<file path="src/rtl/mips_mc_controller.sv">
// Multicycle MIPS control FSM: sequences FETCH/DECODE/EXECUTE/MEM/WB and drives
// datapath enables, mux selects and the ALU operation select.

package alu_pkg;
    typedef enum logic [3:0] {
        C_ADD_U, C_SUB_U, C_AND, C_SRL, C_SRA, C_SLT, C_SLTU,
        C_MULT, C_MULTU, C_BLEZ, C_BGTZ
    } alu_sel_t;
endpackage

package mips_mc_pkg;
    typedef enum logic [3:0] {
        S_FETCH, S_FETCH_WAIT, S_DECODE, S_EXEC_R, S_WB_R, S_EXEC_I, S_WB_I,
        S_ADDR_CALC, S_MEM_RD, S_MEM_WAIT, S_WB_LOAD, S_MEM_WR, S_BRANCH, S_JUMP, S_HALT
    } state_t;
endpackage

module mips_mc_controller
    import alu_pkg::*;
    import mips_mc_pkg::*;
#(
    parameter int MEM_RD_LAT = 1
) (
    input  logic       clk,
    input  logic       rst,
    input  logic [5:0] opcode,
    input  logic [5:0] funct,
    input  logic       branch_taken,
    output logic       pc_write,
    output logic       pc_write_cond,
    output logic       i_or_d,
    output logic       mem_read,
    output logic       mem_write,
    output logic       ir_write,
    output logic       mem_to_reg,
    output logic       reg_dst,
    output logic       reg_write,
    output logic       jump_and_link,
    output logic       is_signed,
    output logic       alu_src_a,
    output logic [1:0] alu_src_b,
    output logic [1:0] pc_source,
    output alu_sel_t   opsel,
    output logic [1:0] alu_lo_hi,
    output logic       hi_en,
    output logic       lo_en,
    output logic       halted,
    output state_t     state_dbg
);

    localparam bit         NO_WAIT   = (MEM_RD_LAT == 0);
    localparam logic [2:0] LAST_WAIT = NO_WAIT ? 3'd0 : 3'(MEM_RD_LAT - 1);

    state_t     state, nxt;
    logic [2:0] cnt, cnt_nxt;
    logic [5:0] op_q, fn_q;
    logic       last_fetch;

    // The datapath gates the PC load with branch_taken itself; the FSM never needs it.
    logic unused_branch_taken;
    assign unused_branch_taken = branch_taken;

    function automatic logic is_exec_r_fn(input logic [5:0] fn);
        case (fn)
            6'h21, 6'h23, 6'h24, 6'h02, 6'h03, 6'h2A, 6'h2B,
            6'h18, 6'h19, 6'h08: is_exec_r_fn = 1'b1;
            default:             is_exec_r_fn = 1'b0;
        endcase
    endfunction

    always_comb begin
        nxt     = state;
        cnt_nxt = cnt;
        case (state)
            S_FETCH: begin
                if (NO_WAIT) begin
                    nxt = S_DECODE;
                end else begin
                    nxt     = S_FETCH_WAIT;
                    cnt_nxt = 3'd0;
                end
            end
            S_FETCH_WAIT: begin
                if (cnt == LAST_WAIT) nxt = S_DECODE;
                else                  cnt_nxt = cnt + 3'd1;
            end
            S_DECODE: begin
                case (opcode)
                    6'h00: begin
                        if (is_exec_r_fn(funct))                  nxt = S_EXEC_R;
                        else if (funct == 6'h10 || funct == 6'h12) nxt = S_WB_R;
                        else                                      nxt = S_HALT;
                    end
                    6'h09:        nxt = S_EXEC_I;
                    6'h23, 6'h2B: nxt = S_ADDR_CALC;
                    6'h06, 6'h07: nxt = S_BRANCH;
                    6'h02, 6'h03: nxt = S_JUMP;
                    default:      nxt = S_HALT;
                endcase
            end
            S_EXEC_R: begin
                // mult/multu land in HI/LO and jr only loads the PC: no regfile write-back.
                if (fn_q == 6'h18 || fn_q == 6'h19 || fn_q == 6'h08) nxt = S_FETCH;
                else                                                 nxt = S_WB_R;
            end
            S_EXEC_I:    nxt = S_WB_I;
            S_ADDR_CALC: nxt = (op_q == 6'h23) ? S_MEM_RD : S_MEM_WR;
            S_MEM_RD: begin
                if (NO_WAIT) begin
                    nxt = S_WB_LOAD;
                end else begin
                    nxt     = S_MEM_WAIT;
                    cnt_nxt = 3'd0;
                end
            end
            S_MEM_WAIT: begin
                if (cnt == LAST_WAIT) nxt = S_WB_LOAD;
                else                  cnt_nxt = cnt + 3'd1;
            end
            S_WB_R, S_WB_I, S_WB_LOAD, S_MEM_WR, S_BRANCH, S_JUMP: nxt = S_FETCH;
            S_HALT:  nxt = S_HALT;
            default: nxt = S_FETCH;
        endcase
    end

    always_ff @(posedge clk or posedge rst) begin
        if (rst) begin
            state <= S_FETCH;
            cnt   <= 3'd0;
            op_q  <= 6'd0;
            fn_q  <= 6'd0;
        end else begin
            state <= nxt;
            cnt   <= cnt_nxt;
            if (state == S_DECODE) begin
                op_q <= opcode;
                fn_q <= funct;
            end
        end
    end

    assign state_dbg  = state;
    assign last_fetch = (state == S_FETCH && NO_WAIT) ||
                        (state == S_FETCH_WAIT && cnt == LAST_WAIT);

    // Moore decode from registered state; rst forces every strobe low immediately.
    always_comb begin
        pc_write      = 1'b0;
        pc_write_cond = 1'b0;
        i_or_d        = 1'b0;
        mem_read      = 1'b0;
        mem_write     = 1'b0;
        ir_write      = 1'b0;
        mem_to_reg    = 1'b0;
        reg_dst       = 1'b0;
        reg_write     = 1'b0;
        jump_and_link = 1'b0;
        is_signed     = 1'b0;
        alu_src_a     = 1'b0;
        alu_src_b     = 2'd0;
        pc_source     = 2'd0;
        opsel         = C_ADD_U;
        alu_lo_hi     = 2'd0;
        hi_en         = 1'b0;
        lo_en         = 1'b0;
        halted        = 1'b0;
        if (!rst) begin
            case (state)
                S_FETCH, S_FETCH_WAIT: begin
                    mem_read = 1'b1;
                    if (last_fetch) begin
                        ir_write  = 1'b1;
                        pc_write  = 1'b1;
                        alu_src_b = 2'd1;
                    end
                end
                S_DECODE: begin
                    alu_src_b = 2'd3;
                    is_signed = 1'b1;
                end
                S_EXEC_R: begin
                    alu_src_a = 1'b1;
                    case (fn_q)
                        6'h23:   opsel = C_SUB_U;
                        6'h24:   opsel = C_AND;
                        6'h02:   opsel = C_SRL;
                        6'h03:   opsel = C_SRA;
                        6'h2A:   opsel = C_SLT;
                        6'h2B:   opsel = C_SLTU;
                        6'h18:   opsel = C_MULT;
                        6'h19:   opsel = C_MULTU;
                        default: opsel = C_ADD_U;
                    endcase
                    if (fn_q == 6'h18 || fn_q == 6'h19) begin
                        hi_en = 1'b1;
                        lo_en = 1'b1;
                    end
                    if (fn_q == 6'h08) pc_write = 1'b1;
                end
                S_WB_R: begin
                    reg_dst   = 1'b1;
                    reg_write = 1'b1;
                    if (fn_q == 6'h10)      alu_lo_hi = 2'd2;
                    else if (fn_q == 6'h12) alu_lo_hi = 2'd1;
                end
                S_EXEC_I, S_ADDR_CALC: begin
                    alu_src_a = 1'b1;
                    alu_src_b = 2'd2;
                    is_signed = 1'b1;
                end
                S_WB_I: reg_write = 1'b1;
                S_MEM_RD, S_MEM_WAIT: begin
                    mem_read = 1'b1;
                    i_or_d   = 1'b1;
                end
                S_WB_LOAD: begin
                    mem_to_reg = 1'b1;
                    reg_write  = 1'b1;
                end
                S_MEM_WR: begin
                    mem_write = 1'b1;
                    i_or_d    = 1'b1;
                end
                S_BRANCH: begin
                    alu_src_a     = 1'b1;
                    opsel         = (op_q == 6'h06) ? C_BLEZ : C_BGTZ;
                    pc_write_cond = 1'b1;
                    pc_source     = 2'd1;
                end
                S_JUMP: begin
                    pc_source = 2'd2;
                    pc_write  = 1'b1;
                    if (op_q == 6'h03) begin
                        reg_write     = 1'b1;
                        jump_and_link = 1'b1;
                    end
                end
                S_HALT:  halted = 1'b1;
                default: ;
            endcase
        end
    end

endmodule

</file>
<file path="config.mk">
export PLATFORM = sky130hd
export DESIGN_NAME = mips_mc_controller
export DESIGN_NICKNAME = d
export VERILOG_FILES = /design/src/rtl/mips_mc_controller.sv
export SDC_FILE = /design/constraint.sdc
export NUM_CORES = 1
export LEC_CHECK = 0
export ABC_CLOCK_PERIOD_IN_PS = 1610
export BUFFER_PORTS_ARGS = -buffer_cell sky130_fd_sc_hd__buf_2
export CORE_ASPECT_RATIO = 1.2
export CORE_MARGIN = 5
export CORE_UTILIZATION = 25
export DETAILED_ROUTE_END_ITERATION = 8
export PLACE_DENSITY = 0.48
export SKIP_CTS_REPAIR_TIMING = 1
export SLEW_MARGIN = 20
export SYNTH_ARGS = -nofsm -noshare
export SYNTH_HDL_FRONTEND = slang
export SYNTH_SLANG_ARGS = --single-unit
</file>
<file path="constraint.sdc">
create_clock -name clk -period 1.61 [get_ports clk]
set_input_delay 0.0805 -clock clk [delete_from_list [all_inputs] [get_ports clk]]
set_output_delay 0.0805 -clock clk [all_outputs]
set_load 0.05 [all_outputs]
</file>
==> results.cfg <==
[status]
status = complete, but fails checks
violations = hold timing, setup timing

[power_and_ir_drop]
swShare = 0.466
clockPowerShare = 0.074
power_switching_mw = 2.10
irDropWorstVdd_mv = 0.643
share_comb_of_total_power = 0.739
intPower_mw = 2.41
powerDensity_nw_per_um2 = 1610
leakage_nw = 1.21
power_mw = 4.50
pwr-share-seq = 0.187

[route]
drc = 0
vias = 1724
drtIter0Drc = 63
drt_wl_total_um = 4940
drt-pass1-iter-count = 4
routedWlPerCell_um = 13.7
postRouteAntennaNets = 0
viasPerCell = 4.79

[placement]
dp_hpwl_um = 3810
port_buffers = 42
place_area_um2 = 2320
gp_congestion = 0.760
dp_cells = 345

[logic_synthesis]
yosysMostFrequentCell = nor2_1
synth_top_area_cell = dfrtp_1
synth_edf_count = 0
netlist_area_um2 = 1540
yosys-top-cells-count = nor2_1 (20), dfrtp_1 (19), nand2_1 (15)
ys_ff_latch = 19
synthTopCellsByArea = dfrtp_1 (31%), mux2_2 (8.1%), nor2_1 (4.9%)
synth_top_cell_area_share = 0.310
ys_seq_area_frac = 0.310
async_reset_ff_frac = 1.00
yosysUniqueCellTypes = 47
syn-instance-count = 195
ys.flop_type = dfrtp_1
ys.warnings.count = 0
syn-num-nets = 212
syn_area_per_cell_um2 = 7.87

[cts]
insertion_delay_ns = 0.26
cts_sinks = 19
cts_htree_levels = 1
cts_root_buffer = clkbuf_8
clockBufferDepth = 2
cts.clk_slew.worst_paths_ns = 0.07
tritoncts = built
cts_buffers = 3

[floorplanning]
core_area_um2 = 6010
pin_count = 44
initial_core_util = 0.255
die_w_um = 81.5
fp.dieH_um = 95.8
row_count = 31
die_area_um2 = 7810

[run]
cap_violations = 0

[sta]
fin_crit_ns = 2.12
worstMarginPinSlew_ns = 0.446
slew_violations = 0
finalSetupTns_ns = -3.43
holdWs_ns = -0.0439
period_share = 1.32
slew_headroom = 0.695
finClkSkew_ns = 0.00176
fin_ws_ns = -0.512
fmax_mhz = 471
finalHoldViolations = 19
final-setup-viol-count = 19
rsz0062_at_grt = true

[critical_path]
cp_cell_sequence = or4b_4 -> a21oi_2 -> mux2i_1 -> or3_4 -> o22ai_4 -> buf_6
startpoint_type = flop
worst_ep_required_time_ns = 1.53
endpoint_kind = output port
slowest_delay_ns = 0.55
critPathSlowestCell = or4b_4
arrival_ns = 2.04
worstSetupPathType = reg -> out
crit_fanout = 2

[global_route]
overflow = 0
grt_busiest_layer = met2
first_global_vias = 1596
grt_use_met1 = 0.192
grt_pass1_wl_um = 7930
grt_usage = 0.130
grt_max_degree = 21
use_met2 = 0.198
antenna_found_initial = 0
gr-usage-met3 = 0.0150

[final_layout]
diodes = 0
syn_to_final_growth_pct = 82.3
fillCellCount = 577
fin_cells = 360
fin_util = 0.466
stdcell_area_um2 = 2800
drive_above_1_share = 0.586
nNetsFinal = 296

[hold_path]
hold_class = in -> async
-- cell usage in the layout (no fill, tap or decap), types with 4 or more instances in the layout --
master and instances:
a21oi_1 8, nor2b_4 4, nor3_1 7, nor2_4 7
nor2_1 12, buf_8 11, nand3_1 8, dfrtp_1 15
nor3_4 4, inv_1 5, buf_2 18, dfrtp_2 4
buf_4 41, buf_6 21, o21ai_0 8, mux2_2 11
nand2_1 11
-- critical path, delay by kind of cell (launching register included) --
kind | cells | cell delay, ns
and+or+nand+nor | 2 | 0.91
DFF | 1 | 0.38
AOI/OAI and AO/OA | 2 | 0.24
buffers and inverters | 1 | 0.18
muxes | 1 | 0.07
-- final cells by class --
cell class,count,area [µm²],share of cell area
clock buffer,3,41.3,0.0148
clock inverter,1,5.00,0.00179
inverter,8,32.5,0.0116
multi-input combinational,154,1300,0.464
sequential,19,480,0.172
tap,82,103,0.0367
timing repair buffer,93,840,0.300
-- logic make-up (layout without fill, tap and decap cells) --
family	Yosys count	count (layout)	share of synthesized area
xor+xnor	2	2	0.0114
buf+inv	22	105	0.0636
simple gates	92	92	0.319
flops	19	19	0.310
compound gates	44	44	0.179
mux	14	14	0.101
fa+ha+maj	2	2	0.0163
-- registers in the layout, indices dropped and copies added, names as in the netlist --
signal     count
op_q           6
fn_q           6
state_dbg      4
cnt            3
-- metrics by stage --
step | hold WS, ns | worst slack (ns)
CTS | -0.0531 | -0.625
detailed placement | 0.230 | -0.335
global route | 0.0144 | -0.589
finish | -0.0439 | -0.512
global placement | 0.217 | -0.318
floorplan | 0.0482 | -0.586
-- metal layers --
layer	routed length, µm	vias up
met5	0	-
met2	2350	33
met1	2370	806
met4	56	0
li1	-	880
met3	169	5
-- power groups by stage --
stage / combinational, mW / sequential, mW / clock (mW)
final: 3.33 / 0.842 / 0.333
after CTS: 2.77 / 0.817 / 0.347
after global placement: 2.75 / 0.825 / 0
after detailed placement: 2.77 / 0.828 / 0
after floorplan: 1.71 / 1.01 / 0
after global routing: 3.59 / 0.869 / 0.370
-- worst paths after layout --
| check | from | end | slack, ns | cells past startpoint |
|---|---|---|---|---|
| worst max register to register | fn_q[0] | state_dbg[2] | -0.03 | 5 |
| worst min-delay path | rst | state_dbg[2] | -0.04 | 3 |
| worst min register to register | op_q[1] | op_q[1] | 0.51 | 1 |
| min in group clk | funct[1] | fn_q[1] | 0.08 | 3 |
| worst max-delay path | fn_q[0] | opsel[0] | -0.51 | 6 |
| max in group asynchronous | rst | state_dbg[1] | 1.39 | 3 |
(Power assumes the default switching activity.)
